--- config.mk ---
export PLATFORM = sky130hd
export DESIGN_NAME = param_controller
export DESIGN_NICKNAME = d
export VERILOG_FILES = /design/src/rtl/param_ctrl_pkg.sv /design/src/rtl/step_accel.sv /design/src/rtl/param_controller.sv
export SDC_FILE = /design/constraint.sdc
export NUM_CORES = 1
export LEC_CHECK = 0
export CAP_MARGIN = 0
export CORE_MARGIN = 10
export CORE_UTILIZATION = 53
export CTS_CLUSTER_SIZE = 40
export DETAILED_ROUTE_END_ITERATION = 7
export MAX_ROUTING_LAYER = met4
export PLACE_DENSITY = 0.76
export SETUP_SLACK_MARGIN = 0.02
export SLEW_MARGIN = 30
export SYNTH_ARGS = -nofsm -noshare
export SYNTH_HDL_FRONTEND = slang
export SYNTH_SLANG_ARGS = --single-unit
export TNS_END_PERCENT = 100
--- constraint.sdc ---
create_clock -name clk -period 4.28 [get_ports clk]
set_clock_uncertainty 0.05 [all_clocks]
set_input_delay 1.284 -clock clk [delete_from_list [all_inputs] [get_ports clk]]
set_output_delay 1.284 -clock clk [all_outputs]
set_load 0.05 [all_outputs]
--- src/rtl/param_ctrl_pkg.sv ---
// Shared definitions for the front-panel parameter controller: FSM states, edit_sel indices,
// parameter limits/defaults and the saturating step helper.
package param_ctrl_pkg;

    typedef enum logic [1:0] {
        StView   = 2'd0,
        StEdit   = 2'd1,
        StCommit = 2'd2
    } state_e;

    localparam logic [1:0] SEL_SENS   = 2'd0;
    localparam logic [1:0] SEL_GAIN   = 2'd1;
    localparam logic [1:0] SEL_DECAY  = 2'd2;
    localparam logic [1:0] SEL_COLOUR = 2'd3;

    localparam logic [7:0] SENS_MIN    = 8'd0;
    localparam logic [7:0] SENS_MAX    = 8'd99;
    localparam logic [7:0] SENS_DEF    = 8'd50;
    localparam logic [7:0] GAIN_MIN    = 8'd0;
    localparam logic [7:0] GAIN_MAX    = 8'd15;
    localparam logic [7:0] GAIN_DEF    = 8'd8;
    localparam logic [7:0] DECAY_MIN   = 8'd1;
    localparam logic [7:0] DECAY_MAX   = 8'd31;
    localparam logic [7:0] DECAY_DEF   = 8'd4;
    localparam logic [7:0] COLOUR_MIN  = 8'd0;
    localparam logic [7:0] COLOUR_MAX  = 8'd7;
    localparam logic [7:0] COLOUR_DEF  = 8'd0;

    // Packed with index 0 = sensitivity, matching edit_sel.
    localparam logic [3:0][7:0] PARAM_DEFAULTS = {COLOUR_DEF, DECAY_DEF, GAIN_DEF, SENS_DEF};

    localparam int unsigned ACCEL_STEP = 4;

    function automatic logic [7:0] param_min(input logic [1:0] sel);
        case (sel)
            SEL_SENS:  return SENS_MIN;
            SEL_GAIN:  return GAIN_MIN;
            SEL_DECAY: return DECAY_MIN;
            default:   return COLOUR_MIN;
        endcase
    endfunction

    function automatic logic [7:0] param_max(input logic [1:0] sel);
        case (sel)
            SEL_SENS:  return SENS_MAX;
            SEL_GAIN:  return GAIN_MAX;
            SEL_DECAY: return DECAY_MAX;
            default:   return COLOUR_MAX;
        endcase
    endfunction

    // 9-bit step so a borrow below zero shows up in bit 8 rather than wrapping silently.
    function automatic logic [7:0] step_clamp(input logic [7:0] val, input logic up,
                                              input logic [2:0] step, input logic [7:0] lo,
                                              input logic [7:0] hi);
        logic [8:0] sum;
        sum = up ? ({1'b0, val} + {6'b0, step}) : ({1'b0, val} - {6'b0, step});
        if (sum[8]) begin
            return up ? hi : lo;
        end
        if (sum < {1'b0, lo}) begin
            return lo;
        end
        if (sum > {1'b0, hi}) begin
            return hi;
        end
        return sum[7:0];
    endfunction

endpackage

--- src/rtl/step_accel.sv ---
// Encoder acceleration: repeated same-direction steps inside the window use ACCEL_STEP.
// Only instantiated when PARAM_ACCEL_EN is defined.
module step_accel #(
    parameter int unsigned ACCEL_WIN_CYC = 5_000_000
) (
    input  logic       clk,
    input  logic       rst_n,
    input  logic       clear_i,
    input  logic       step_i,
    input  logic       both_i,
    input  logic       up_i,
    output logic [2:0] step_o
);
    import param_ctrl_pkg::*;

    localparam logic [31:0] WIN = 32'(ACCEL_WIN_CYC);

    logic [31:0] cnt_q, cnt_d;
    logic        have_prev_q, have_prev_d;
    logic        last_up_q, last_up_d;

    assign step_o = (have_prev_q && (last_up_q == up_i) && (cnt_q < WIN)) ?
                    3'(ACCEL_STEP) : 3'd1;

    always_comb begin
        cnt_d       = cnt_q;
        have_prev_d = have_prev_q;
        last_up_d   = last_up_q;
        if (clear_i || both_i) begin
            // L+R together breaks the run so the next step starts slow.
            cnt_d       = '0;
            have_prev_d = 1'b0;
        end else if (step_i) begin
            cnt_d       = '0;
            have_prev_d = 1'b1;
            last_up_d   = up_i;
        end else if (cnt_q != WIN) begin
            cnt_d = cnt_q + 32'd1;
        end
    end

    always_ff @(posedge clk or negedge rst_n) begin
        if (!rst_n) begin
            cnt_q       <= '0;
            have_prev_q <= 1'b0;
            last_up_q   <= 1'b0;
        end else begin
            cnt_q       <= cnt_d;
            have_prev_q <= have_prev_d;
            last_up_q   <= last_up_d;
        end
    end

endmodule

--- src/rtl/param_controller.sv ---
// View/edit/commit controller for display mode and the four live spectrum parameters.
// Optional encoder acceleration is enabled by defining PARAM_ACCEL_EN.
module param_controller #(
    parameter int unsigned NUM_MODES     = 5,
    parameter int unsigned TIMEOUT_CYC   = 250_000_000,
    parameter int unsigned ACCEL_WIN_CYC = 5_000_000
) (
    input  logic       clk,
    input  logic       rst_n,
    input  logic       L_pulse,
    input  logic       R_pulse,
    input  logic       K_pulse,
    output logic [2:0] current_mode,
    output logic       edit_active,
    output logic [1:0] edit_sel,
    output logic [7:0] sensitivity,
    output logic [7:0] gain,
    output logic [7:0] decay,
    output logic [7:0] colour,
    output logic       param_update
);
    import param_ctrl_pkg::*;

    localparam logic [2:0]  MODE_MAX  = 3'(NUM_MODES - 1);
    localparam logic [31:0] IDLE_LAST = 32'(TIMEOUT_CYC - 1);

    state_e          state_q, state_d;
    logic [2:0]      mode_q, mode_d;
    logic            edit_active_q, edit_active_d;
    logic [1:0]      sel_q, sel_d;
    logic [3:0][7:0] live_q, live_d;
    logic [3:0][7:0] work_q, work_d;
    logic            upd_q, upd_d;
    logic [31:0]     idle_q, idle_d;

    logic       any_pulse, l_only, r_only, step_en;
    logic [2:0] step;

    assign any_pulse = L_pulse | R_pulse | K_pulse;
    assign l_only    = L_pulse & ~R_pulse & ~K_pulse;
    assign r_only    = R_pulse & ~L_pulse & ~K_pulse;
    assign step_en   = (state_q == StEdit) & (l_only | r_only);

`ifdef PARAM_ACCEL_EN
    step_accel #(
        .ACCEL_WIN_CYC(ACCEL_WIN_CYC)
    ) u_step_accel (
        .clk    (clk),
        .rst_n  (rst_n),
        .clear_i((state_q != StEdit) | K_pulse),
        .step_i (step_en),
        .both_i (L_pulse & R_pulse),
        .up_i   (r_only),
        .step_o (step)
    );
`else
    logic unused_accel_win;
    assign unused_accel_win = ^ACCEL_WIN_CYC;
    assign step             = 3'd1;
`endif

    always_comb begin
        state_d = state_q;
        mode_d  = mode_q;
        sel_d   = sel_q;
        live_d  = live_q;
        work_d  = work_q;
        upd_d   = 1'b0;
        idle_d  = '0;
        unique case (state_q)
            StView: begin
                if (K_pulse) begin
                    state_d = StEdit;
                    sel_d   = SEL_SENS;
                    work_d  = live_q;
                end else if (l_only) begin
                    mode_d = (mode_q == 3'd0) ? MODE_MAX : mode_q - 3'd1;
                end else if (r_only) begin
                    mode_d = (mode_q == MODE_MAX) ? 3'd0 : mode_q + 3'd1;
                end
            end
            StEdit: begin
                idle_d = any_pulse ? '0 : idle_q + 32'd1;
                if (K_pulse) begin
                    if (sel_q == SEL_COLOUR) begin
                        state_d = StCommit;
                    end else begin
                        sel_d = sel_q + 2'd1;
                    end
                end else if (step_en) begin
                    work_d[sel_q] = step_clamp(work_q[sel_q], r_only, step,
                                               param_min(sel_q), param_max(sel_q));
                end else if (!any_pulse && idle_q == IDLE_LAST) begin
                    state_d = StCommit;
                end
            end
            StCommit: begin
                live_d  = work_q;
                upd_d   = 1'b1;
                state_d = StView;
                sel_d   = SEL_SENS;
            end
            default: state_d = StView;
        endcase
        // Stays high through COMMIT, dropping together with the param_update strobe.
        edit_active_d = (state_d != StView);
    end

    always_ff @(posedge clk or negedge rst_n) begin
        if (!rst_n) begin
            state_q       <= StView;
            mode_q        <= 3'd0;
            edit_active_q <= 1'b0;
            sel_q         <= SEL_SENS;
            live_q        <= PARAM_DEFAULTS;
            work_q        <= PARAM_DEFAULTS;
            upd_q         <= 1'b0;
            idle_q        <= '0;
        end else begin
            state_q       <= state_d;
            mode_q        <= mode_d;
            edit_active_q <= edit_active_d;
            sel_q         <= sel_d;
            live_q        <= live_d;
            work_q        <= work_d;
            upd_q         <= upd_d;
            idle_q        <= idle_d;
        end
    end

    assign current_mode = mode_q;
    assign edit_active  = edit_active_q;
    assign edit_sel     = sel_q;
    assign sensitivity  = live_q[SEL_SENS];
    assign gain         = live_q[SEL_GAIN];
    assign decay        = live_q[SEL_DECAY];
    assign colour       = live_q[SEL_COLOUR];
    assign param_update = upd_q;

endmodule

# [After elaboration in Yosys (flattened, before gate mapping)]
# Cells that the tools add are included.
[totals] reg_bits=105 latch_bits=0 ram_bits=0 romBits=0 inputBits=5 out_inout_bits=39 elab_cells=120 memories=0
[classes] add_sub_neg=6 mul=0 div_mod_pow=0 n_lt_le_gt_ge=4 n_eq_ne=12 shifts=0 mux=60 bitwise=11 reduce_logical=13
[op_table] op="32-bit 2-to-1 mux" count=5
[op_table] op="8-bit 2-to-1 mux" count=18
[op_table] op="32-bit one-hot mux with 2 select lines" count=1
[op_table] op="32-bit by 1-bit adder with 32-bit output, second input constant" count=1
[op_table] op="32-bit bitwise mux" count=1
[op_table] op="32-bit by 28-bit == test with 1-bit output, second input constant" count=1
[op_table] op="7-bit one-hot mux with 3 select lines" count=1
[op_table] op="1-bit 2-to-1 mux" count=17
[op_table] op="8-bit binary-select mux with 2-bit select" count=1
[op_table] op="8-bit demux with 2-bit select" count=1
[op_table] op="2-bit 2-to-1 mux" count=8
[op_table] op="3-bit 2-to-1 mux" count=4
[op_table] op="2-bit inequality test, second input constant" count=5
[op_table] op="8-bit by 1-bit adder with 9-bit output, second input constant" count=1
[op_table] op="9-bit by 8-bit > comparator with 1-bit output" count=1
[op_table] op="9-bit by 8-bit less-than comparator with 1-bit output" count=1
[op_table] op="9-bit 2-to-1 mux" count=1
[op_table] op="8-bit by 1-bit subtractor with 9-bit output, second input constant" count=1
[op_table] op="4-bit AND reduction" count=2
[op_table] op="2-bit == test, second input constant" count=3
[op_table] op="2-bit one-hot mux with 3 select lines" count=1
[op_table] op="2-bit nonzero test" count=3
[op_table] op="1-bit bitwise AND" count=5
[op_table] op="2-bit by 1-bit == test with 1-bit output, second input constant" count=2
[op_table] op="15 further kinds" count=21

# [Depth between registers and ports, before layout]
# Gate-level depths: netlist of the first run.
[logic_depth] depth_word=29 depth_mapped=16 ltp_nobuf=15

# [Worst setup path before layout of the first run]
# Ideal clock, no wire load.
[synth_path] path_kind="input-to-reg" start="in K_pulse" end="reg work_q[14] (netlist bit)" setup_ps=139 t_arrival_ps=4917 t_required_ps=4091 path_slack_ps=-826 stages=15 cell_sequence="nor3b_1 -> inv_1 -> ha_1 -> clkbuf_1 -> a21o_1 -> a221oi_1 -> xnor2_1 -> ha_1 -> a211o_1 -> a21oi_1 -> a221oi_1 -> nor3_1 -> a211oi_1 -> o21ai_0 -> o211ai_1"
[synth_via] elab_chain_cells=20 word_cells_on_any_way=41
[synth_lines] element="from (decl)" line="param_controller.sv:12" source="input logic K_pulse,"
[synth_lines] element="1-bit inverter (no line)"
[synth_lines] element="1-bit bitwise AND" line="param_controller.sv:41" source="assign r_only = R_pulse & ~L_pulse & ~K_pulse;"
[synth_lines] element="9-bit 2-to-1 mux" line="param_ctrl_pkg.sv:57" source="sum = up ? ({1'b0, val} + {6'b0, step}) : ({1'b0, val} - {6'b0, step});"
[synth_lines] element="9-bit by 8-bit > comparator with 1-bit output" line="param_ctrl_pkg.sv:64" source="if (sum > {1'b0, hi}) begin"
[synth_lines] element="1-bit 2-to-1 mux (2 in a row)" line="param_ctrl_pkg.sv:64"
[synth_lines] element="1-bit 2-to-1 mux" line="param_ctrl_pkg.sv:61" source="if (sum < {1'b0, lo}) begin"
[synth_lines] element="1-bit 2-to-1 mux" line="param_controller.sv:90" source="end else if (step_en) begin"
[synth_lines] element="1-bit 2-to-1 mux" line="param_controller.sv:84" source="if (K_pulse) begin"
[synth_lines] element="[... 3 more ...]"
[synth_lines] element="8-bit 2-to-1 mux" line="param_ctrl_pkg.sv:61"
[synth_lines] element="8-bit 2-to-1 mux" line="param_controller.sv:90"
[synth_lines] element="8-bit 2-to-1 mux" line="param_controller.sv:84"
[synth_lines] element="8-bit 2-to-1 mux" line="param_controller.sv:70" source="unique case (state_q)"
[synth_lines] element="32-bit bitwise mux" line="param_controller.sv:91" source="work_d[sel_q] = step_clamp(work_q[sel_q], r_only, step,"
[synth_lines] element="32-bit 2-to-1 mux" line="param_controller.sv:90"
[synth_lines] element="32-bit 2-to-1 mux" line="param_controller.sv:84"
[synth_lines] element="32-bit one-hot mux with 2 select lines" line="param_controller.sv:70"
[synth_lines] element="to (signal assigned)" line="param_controller.sv:125" source="work_q <= work_d;"
[synth_lines] element="to (decl)" line="param_controller.sv:32" source="logic [3:0][7:0] work_q, work_d;"
# Several ways; a longest one is shown, not always the timed one. The select of a mux whose other input is x is not followed.
# A chain may end at the register's enable or synchronous reset.

# [Final worst setup path of the first run]
[layout_path] start="in L_pulse" end="reg work_q[3] (netlist bit)"
[layout_via] elab_chain_cells=21 word_cells_on_any_way=41
[layout_lines] element="from (decl)" line="param_controller.sv:10" source="input logic L_pulse,"
[layout_lines] element="1-bit inverter" line="param_controller.sv:41"
[layout_lines] element="1-bit bitwise AND (2 in a row)" line="param_controller.sv:41"
[layout_lines] element="9-bit 2-to-1 mux" line="param_ctrl_pkg.sv:57"
[layout_lines] element="9-bit by 8-bit > comparator with 1-bit output" line="param_ctrl_pkg.sv:64"
[layout_lines] element="1-bit 2-to-1 mux (2 in a row)" line="param_ctrl_pkg.sv:64"
[layout_lines] element="1-bit 2-to-1 mux" line="param_ctrl_pkg.sv:61"
[layout_lines] element="1-bit 2-to-1 mux" line="param_controller.sv:90"
[layout_lines] element="1-bit 2-to-1 mux" line="param_controller.sv:84"
[layout_lines] element="[... 3 more ...]"
[layout_lines] element="8-bit 2-to-1 mux" line="param_ctrl_pkg.sv:61"
[layout_lines] element="8-bit 2-to-1 mux" line="param_controller.sv:90"
[layout_lines] element="8-bit 2-to-1 mux" line="param_controller.sv:84"
[layout_lines] element="8-bit 2-to-1 mux" line="param_controller.sv:70"
[layout_lines] element="32-bit bitwise mux" line="param_controller.sv:91"
[layout_lines] element="32-bit 2-to-1 mux" line="param_controller.sv:90"
[layout_lines] element="32-bit 2-to-1 mux" line="param_controller.sv:84"
[layout_lines] element="32-bit one-hot mux with 2 select lines" line="param_controller.sv:70"
# Several ways; a longest one is shown, not always the timed one. The select of a mux whose other input is x is not followed.

==> out/metrics.yaml, run 1 <==
htree_levels: 3
dieHeight_um: 124
ys_async_sr_fraction: 1.00
endpoint: "work_q[3]"
vias: 4800
clk_path_buf_depth: 2
worstHoldStart: "sensitivity[5]"
post-place-cells: 756
cts_buffers: 9
crit_chain: "buf_8 > nor3b_4 > inv_4 > buf_6 > ha_4 > a21o_1 > a211oi_2 > nor2_1 > ha_1 > buf_4 > buf_4 > buf_4 > a21oi_2 > a221oi_4 > buf_4 > nor3_4 > a21oi_2 > a22oi_2 > o221ai_1"
start_util: 0.547
clkSinkCount: 105
grt_first_pass_wirelength_mm: 24.3
synth_nets: 581
fillers: 767
diodes: 0
violations: "setup timing"
clk_pin_slew_worst_paths_ns: 0.10
core_area_um2: 10400
rrSetupSlack_ns: -0.07
grt-ovfl-total: 0
final-hold-violation-count: 0
cp_num_buf_inv: 7
hp-class: "reg -> reg"
synthesis.instances: 554
pin_count: 44
p_sw_w: 0.00305
total_power_w: 0.00662
cts_hold_buf: 0
track_usage: 0.206
reg2reg_to: "work_q[3]"
clk_latency_ns: 0.37
fin_nets: 679
rows: 37
io_buffers: 43
ys_seq_elements: 105
drt_wl_total_mm: 15.1
utilization: 0.687
powerDensity_nw_per_um2: 925
clockPowerShare: 0.093
firstDrtPassIters: 5
critical-path-top-delay-family: "compound AO/OA/AOI/OAI gates"
seqCellArea_um2: 2640
internal-power_w: 0.00357
finalNonFillerCells: 793
syn_area_um2: 5690
synth_edf_count: 0
cp_max_fo: 6
wl_per_cell_um: 19.0
fin_crit_ns: 4.42
yosys.area.top_type: "dfrtp_1"
ys_seq_area_frac: 0.464
via_per_inst: 6.05
slew_viol_final: 0
maxCapViolations: 0
fin_ws_ns: -0.141
drc: 0
reg2reg_depth: 17
synth_area_leaders: "dfrtp_1 42%, mux2_2 5.7%, dfstp_2 4.6%"
cts_root_buf: "clkbuf_8"
gp_congestion: 0.940
crit_slowest_cell: "a211oi_2"
ant_nets: 0
area_growth_pct: 25.7
pwr-share-seq: 0.218
synth.distinct_cells: 58
setup_violations: 25
ys_warn_count: 0
postSynthAreaPerCell_um2: 10.3
cp_data_arrival_time_ns: 4.61
status: "complete, but fails checks"
timing.critical_path.mode_cell: "buf_4"
hpwl_mm: 10.6
finalCritPeriodShare: 1.03
p_sw_frac: 0.461
drive_gt1_frac: 0.260
leakage_nw: 3.08
ir_drop_mv: 0.699
crit_path_max_incr_delay_ns: 0.33
drt-initial-drc-count: 420
r2r-start: "edit_sel[0]"
fmax_mhz: 226
end_kind: "register"
slew_headroom: 0.430
worstSetupPathType: "in -> reg"
multi_input_area_um2: 3110
path_depth: 19
synth_top_flop_cell: "dfrtp_1"
grt_pass1_vias: 4728
required_ns: 4.47
start_kind: "primary input"
worstMarginPinSlew_ns: 0.855
cts_tree: "yes"
die_w_um: 124
setup_tns_ns: -1.61
cp-startpoint: "L_pulse"
rsz0062_at_grt: "true"
dieArea_um2: 15300
grt_max_degree: 68
antenna_found_initial: 0
combinationalPowerShare: 0.688
synth_top_area_frac: 0.417
through the flow:
step / instance area [µm²] / setup slack, ns / hold WS (ns)
3_5_place_dp: 6640 / -0.964 / 0.444
3_3_place_gp: 6640 / -0.918 / 0.439
5_1_grt: 7160 / -0.268 / 0.478
6_report: 7160 / -0.141 / 0.452
2_1_floorplan: 5810 / -0.197 / 0.421
4_1_cts: 7080 / -0.0237 / 0.459
power groups by stage:
stage	combinational (W)	sequential, W	clock, W
after floorplan	0.00203	0.00175	0
after global placement	0.00358	0.00145	0
after detailed placement	0.00363	0.00146	0
after CTS	0.00427	0.00144	0.000628
after global routing	0.00485	0.00147	0.000663
final	0.00456	0.00145	0.000618
cells by family (layout without fill, tap and decap cells):
| logic type | after synthesis | count (layout) | synth area share |
|---|---|---|---|
| compound gates | 122 | 122 | 0.140 |
| xor+xnor | 29 | 29 | 0.0446 |
| fa+ha+maj | 22 | 22 | 0.0497 |
| buf+inv | 45 | 147 | 0.0376 |
| flops | 105 | 105 | 0.464 |
| mux | 39 | 39 | 0.0971 |
| simple gates | 192 | 193 | 0.167 |
worst min-delay path: cells and delay by family, from the launching register on:
kind,cells,cell delay (ns)
DFF,1,0.39
AOI/OAI and AO/OA,1,0.07
and+or+nand+nor,1,0.04
state kept, by name, summed over array words and instances (netlist names):
signal / count
decay: 8
sensitivity: 8
edit_sel: 2
colour: 8
work_q: 32
idle_q: 32
gain: 8
edit_active: 1
state_q: 2
param_update: 1
current_mode: 3
synth_stat cells (3+ instances only):
cell,number
mux2_2,29
o21ai_0,37
nor4_1,5
ha_1,21
nand2_1,36
buf_6,5
dfrtp_1,95
a31oi_1,7
a211oi_1,6
a21oi_1,30
and3_1,15
nand3_1,31
a21o_1,4
nand4_1,16
a2bb2oi_1,3
nor2b_1,4
xnor2_1,11
nor3b_1,3
dfstp_2,10
a22o_1,3
nand2b_1,3
nor2_1,52
or2_2,4
nor3_1,7
o211ai_1,11
xor2_1,18
inv_1,22
mux4_1,7
clkbuf_1,15
or3_1,7
final cells by class:
type,instances,area share
Clock buffer,10,0.0178
Clock inverter,6,0.00926
Inverter,22,0.0119
Multi-Input combinational cell,405,0.435
Sequential cell,105,0.369
Tap cell,136,0.0238
Timing Repair Buffer,109,0.134
how the worst min path moves through the flow:
stage	slack, ns	to	cells after the start
6_report	0.45	sensitivity[5]	2
5_1_grt	0.48	sensitivity[5]	2
4_1_cts	0.46	sensitivity[5]	2
3_5_place_dp	0.44	sensitivity[5]	2
3_3_place_gp	0.44	work_q[7]	2
2_1_floorplan	0.42	work_q[13]	2
cells in the final DEF, fill, tap and decap left out, types with 3 or more instances in the layout:
| cell | instances |
|---|---|
| dfrtp_1 | 95 |
| buf_4 | 63 |
| nor2_1 | 51 |
| clkdlybuf4s50_1 | 39 |
| nand2_1 | 36 |
| nand3_1 | 30 |
| mux2_2 | 29 |
| a21oi_1 | 27 |
| o21ai_0 | 22 |
| inv_1 | 21 |
| xor2_1 | 18 |
| nand4_1 | 16 |
| ha_1 | 16 |
| and3_1 | 13 |
| o211ai_1 | 11 |
| xnor2_1 | 10 |
| o21ai_1 | 10 |
| dfstp_2 | 10 |
| clkbuf_8 | 9 |
| a31oi_1 | 7 |
| or3_1 | 7 |
| mux4_1 | 7 |
| nor4_1 | 5 |
| nor3_1 | 4 |
| nor2b_1 | 4 |
| a211oi_2 | 4 |
| or2_2 | 4 |
| a21o_1 | 3 |
| a21oi_2 | 3 |
| o21ai_4 | 3 |
| a2bb2oi_1 | 3 |
| a22o_1 | 3 |
| ha_4 | 3 |
| buf_6 | 3 |
what timing repair did:
action / CTS / global route
gates resized for setup: 39 / 11
setup buffers: 15 / 5
gates cloned: 1 / 0
pin swaps: 30 / 27
endpoints found under the setup margin: 28 / 28
per-layer routing:
layer  GRT usage  wire (µm)  up-vias
met3      0.0339        871       37
met1       0.267       6520     2379
met4      0.0866        474        0
met2       0.316       7240      161
li1            -          -     2223
met5           -          0        -
No activity file was read; power rests on OpenSTA's default activity.
==> inputs of run 2 (changes only) <==
--- a/config.mk
+++ b/config.mk
@@ -7,11 +7,10 @@
 export LEC_CHECK = 0
 export CAP_MARGIN = 0
 export CORE_MARGIN = 10
-export CORE_UTILIZATION = 53
+export CORE_UTILIZATION = 39
 export CTS_CLUSTER_SIZE = 40
 export DETAILED_ROUTE_END_ITERATION = 7
 export MAX_ROUTING_LAYER = met4
-export PLACE_DENSITY = 0.76
 export SETUP_SLACK_MARGIN = 0.02
 export SLEW_MARGIN = 30
 export SYNTH_ARGS = -nofsm -noshare
==> constraint.sdc (replaced) <==
create_clock -name clk -period 5.1 [get_ports clk]
set_clock_uncertainty 0.05 [all_clocks]
set_input_delay 1.53 -clock clk [delete_from_list [all_inputs] [get_ports clk]]
set_output_delay 1.53 -clock clk [all_outputs]
set_load 0.05 [all_outputs]
==> run 2 against run 1 <==
Effect of this change:
- the run now ends clean
- highest routed layer unchanged
- sequential power decreased by 14%
- sequential share of layout area increased by 0.49 points
- utilization decreased by 20 points
- routed wire length increased by 0.91%
- cell area decreased by 1.3%
- count of clock-buffer cells in the layout increased by 3
- combinational power decreased by 24%
- largest power group unchanged
- register-to-register slack improved by 0.52 ns
- global-route usage decreased by 5.0 points
- via count decreased by 5.1%
- die area increased by 30%
- first-iteration DRC count decreased by 43%
==> out/metrics.yaml, run 2 (synthesized netlist as in run 1, its figures left out) <==
status: "finished clean"
die_w_um: 141  # +14%
dieArea_um2: 19800  # +30%
clockPowerShare: 0.120  # +0.027
final-hold-violation-count: 0  # unchanged
pwr-share-seq: 0.233  # +0.015
fillers: 1332  # +74%
rsz0062_at_grt: "false"
largestRegisters: "idle_q: 32 flops, work_q: 32 flops"
hp-class: "reg -> reg"
track_usage: 0.157  # -0.0496
leakage_nw: 3.03  # -1.9%
maxCapViolations: 0  # unchanged
firstDrtPassIters: 4  # -1
start_util: 0.395  # -0.152
grt_pass1_vias: 4650  # -1.6%
cp_max_fo: 5  # -1
drc: 0  # unchanged
p_sw_frac: 0.448  # -0.0126
end_kind: "register"
finalCritPeriodShare: 0.971
fin_nets: 659  # -2.9%
powerDensity_nw_per_um2: 757  # -18%
pin_count: 44  # unchanged
fmax_mhz: 202
drt-initial-drc-count: 241  # -43%
worstSetupPathType: "in -> reg"
core_area_um2: 14400  # +38%
antenna_found_initial: 0  # unchanged
cts_buffers: 9  # unchanged
ir_drop_mv: 0.348  # -50%
highest_layer: "met4"
via_per_inst: 5.55  # -8.3%
seqCellArea_um2: 2640  # unchanged
diodes: 0  # unchanged
dr_wl_met2_mm: 7.15  # -1.2%
pre_cts_slack_ns: -0.829  # +0.135 ns
wl_met1_mm: 7.09  # +8.8%
total_power_w: 0.00535  # -19%
cp_data_arrival_time_ns: 5.11  # +0.50 ns
grt_max_degree: 83  # +22%
vias: 4556  # -5.1%
io_buffers: 43  # unchanged
rows: 44  # +19%
internal-power_w: 0.00295  # -17%
grt_first_pass_wirelength_mm: 24.8  # +1.9%
combinationalPowerShare: 0.647  # -0.041
start_kind: "primary input"
area_growth_pct: 24.1
final_cell_mix: "95 x dfrtp_1, 51 x nor2_1, 43 x buf_4, 39 x clkdlybuf4s50_1, 35 x nand2_1"
dieHeight_um: 141  # +14%
p_sw_w: 0.00240  # -21%
multi_input_area_um2: 3040  # -2.3%
clk_path_buf_depth: 2  # unchanged
clk_pin_slew_worst_paths_ns: 0.06  # -0.04 ns
slew_headroom: 0.412  # -0.0176
worstMarginPinSlew_ns: 0.874  # +0.0184 ns
required_ns: 5.25  # +0.78 ns
slew_viol_final: 0  # unchanged
final_common_cell: "dfrtp_1"
clk_latency_ns: 0.35  # -0.02 ns
cts_tree: "yes"
gp_congestion: 0.902  # -4.1%
fin_crit_ns: 4.95
hpwl_mm: 11.0  # +3.6%
grt-ovfl-total: 0  # unchanged
ant_nets: 0  # unchanged
wl_per_cell_um: 18.6  # -2.5%
fin_ws_ns: 0.146  # +0.287 ns
met3_length_um: 773  # -11%
setup_violations: 0  # -100%
drive_gt1_frac: 0.220  # -0.0405
cts_root_buf: "clkbuf_16"
clkSinkCount: 105  # unchanged
drt_wl_total_mm: 15.2  # +0.91%
htree_levels: 3  # unchanged
==> run 2: cell count changes in the layout (fill, tap and decap cells not counted), sizes merged <==
cell / change
buf: -22
bufinv: -1
clkbuf: +3
clkinv: -3
clkinvlp: +2
dlygate4sd2: +1
dlymetal6s2s: +2
inv: -1
nor3: -1
==> run 2: per-layer routing <==
metal,global-route usage,vias to the layer above
met4,0.0451,0
met2,0.241,102
met3,0.0289,15
met1,0.207,2255
li1,-,2184
met5,-,-
==> run 2: final cells by class <==
class                      instances  area share
timing repair buffer              90       0.113
multi-input combinational        404       0.431
inverter                          22      0.0120
clock buffer                      13      0.0354
tap                              184      0.0326
clock inverter                     3     0.00283
sequential                       105       0.374
==> run 2: what timing repair did <==
action | in CTS | in global routing
hold buffers | 0 | 0
hold endpoints to repair | 0 | 0
pin swaps | 13 | 21
setup endpoints to repair | 28 | 28
gates cloned | 1 | 0
resized for setup | 23 | 22
setup buffers | 1 | 6
==> run 2: power groups by stage <==
stage / Combinational (W) / Clock (W) / Sequential, W
after global routing: 0.00371 / 0.000686 / 0.00127
after detailed placement: 0.00284 / 0 / 0.00126
after floorplan: 0.00152 / 0 / 0.00147
final: 0.00346 / 0.000640 / 0.00125
after global placement: 0.00281 / 0 / 0.00125
after CTS: 0.00311 / 0.000660 / 0.00124
==> run 2: final timing paths <==
kind,cells past startpoint,slack (ns),to,startpoint
min in group asynchronous,1,1.16,idle_q[23],rst_n
worst min register to register,2,0.45,sensitivity[5],sensitivity[5]
worst min-delay path,2,0.45,sensitivity[5],sensitivity[5]
worst max register to register,15,0.45,work_q[3],edit_sel[0]
max in group asynchronous,2,2.94,decay[2],rst_n
worst max-delay path,18,0.15,work_q[3],L_pulse
==> run 2: critical path, cell delays in order <==
cell,delay (ns)
dlygate4sd2_1,0.27
nor3b_4,0.21
buf_6,0.13
inv_4,0.06
fa_2,0.36
a21o_1,0.21
buf_4,0.15
a221oi_4,0.29
xnor2_2,0.16
ha_1,0.28
a211o_1,0.31
a21oi_2,0.16
a221oi_4,0.08
nor3_2,0.18
buf_4,0.17
a21oi_1,0.08
a22oi_2,0.30
o221ai_1,0.16
==> run 2: through the flow <==
| step | cells | cell area (µm²) | utilization | hold slack [ns] | setup TNS [ns] |
|---|---|---|---|---|---|
| 6_report | 821 | 7060 | 0.490 | 0.454 | 0 |
| 5_1_grt | 821 | 7060 | 0.490 | 0.494 | 0 |
| 4_1_cts | 815 | 6910 | 0.479 | 0.460 | 0 |
| 3_5_place_dp | 797 | 6530 | 0.453 | 0.448 | -18.88 |
| 3_3_place_gp | 797 | 6530 | 0.452 | 0.439 | -17.48 |
| 2_1_floorplan | 554 | 5710 | - | 0.419 | 0 |
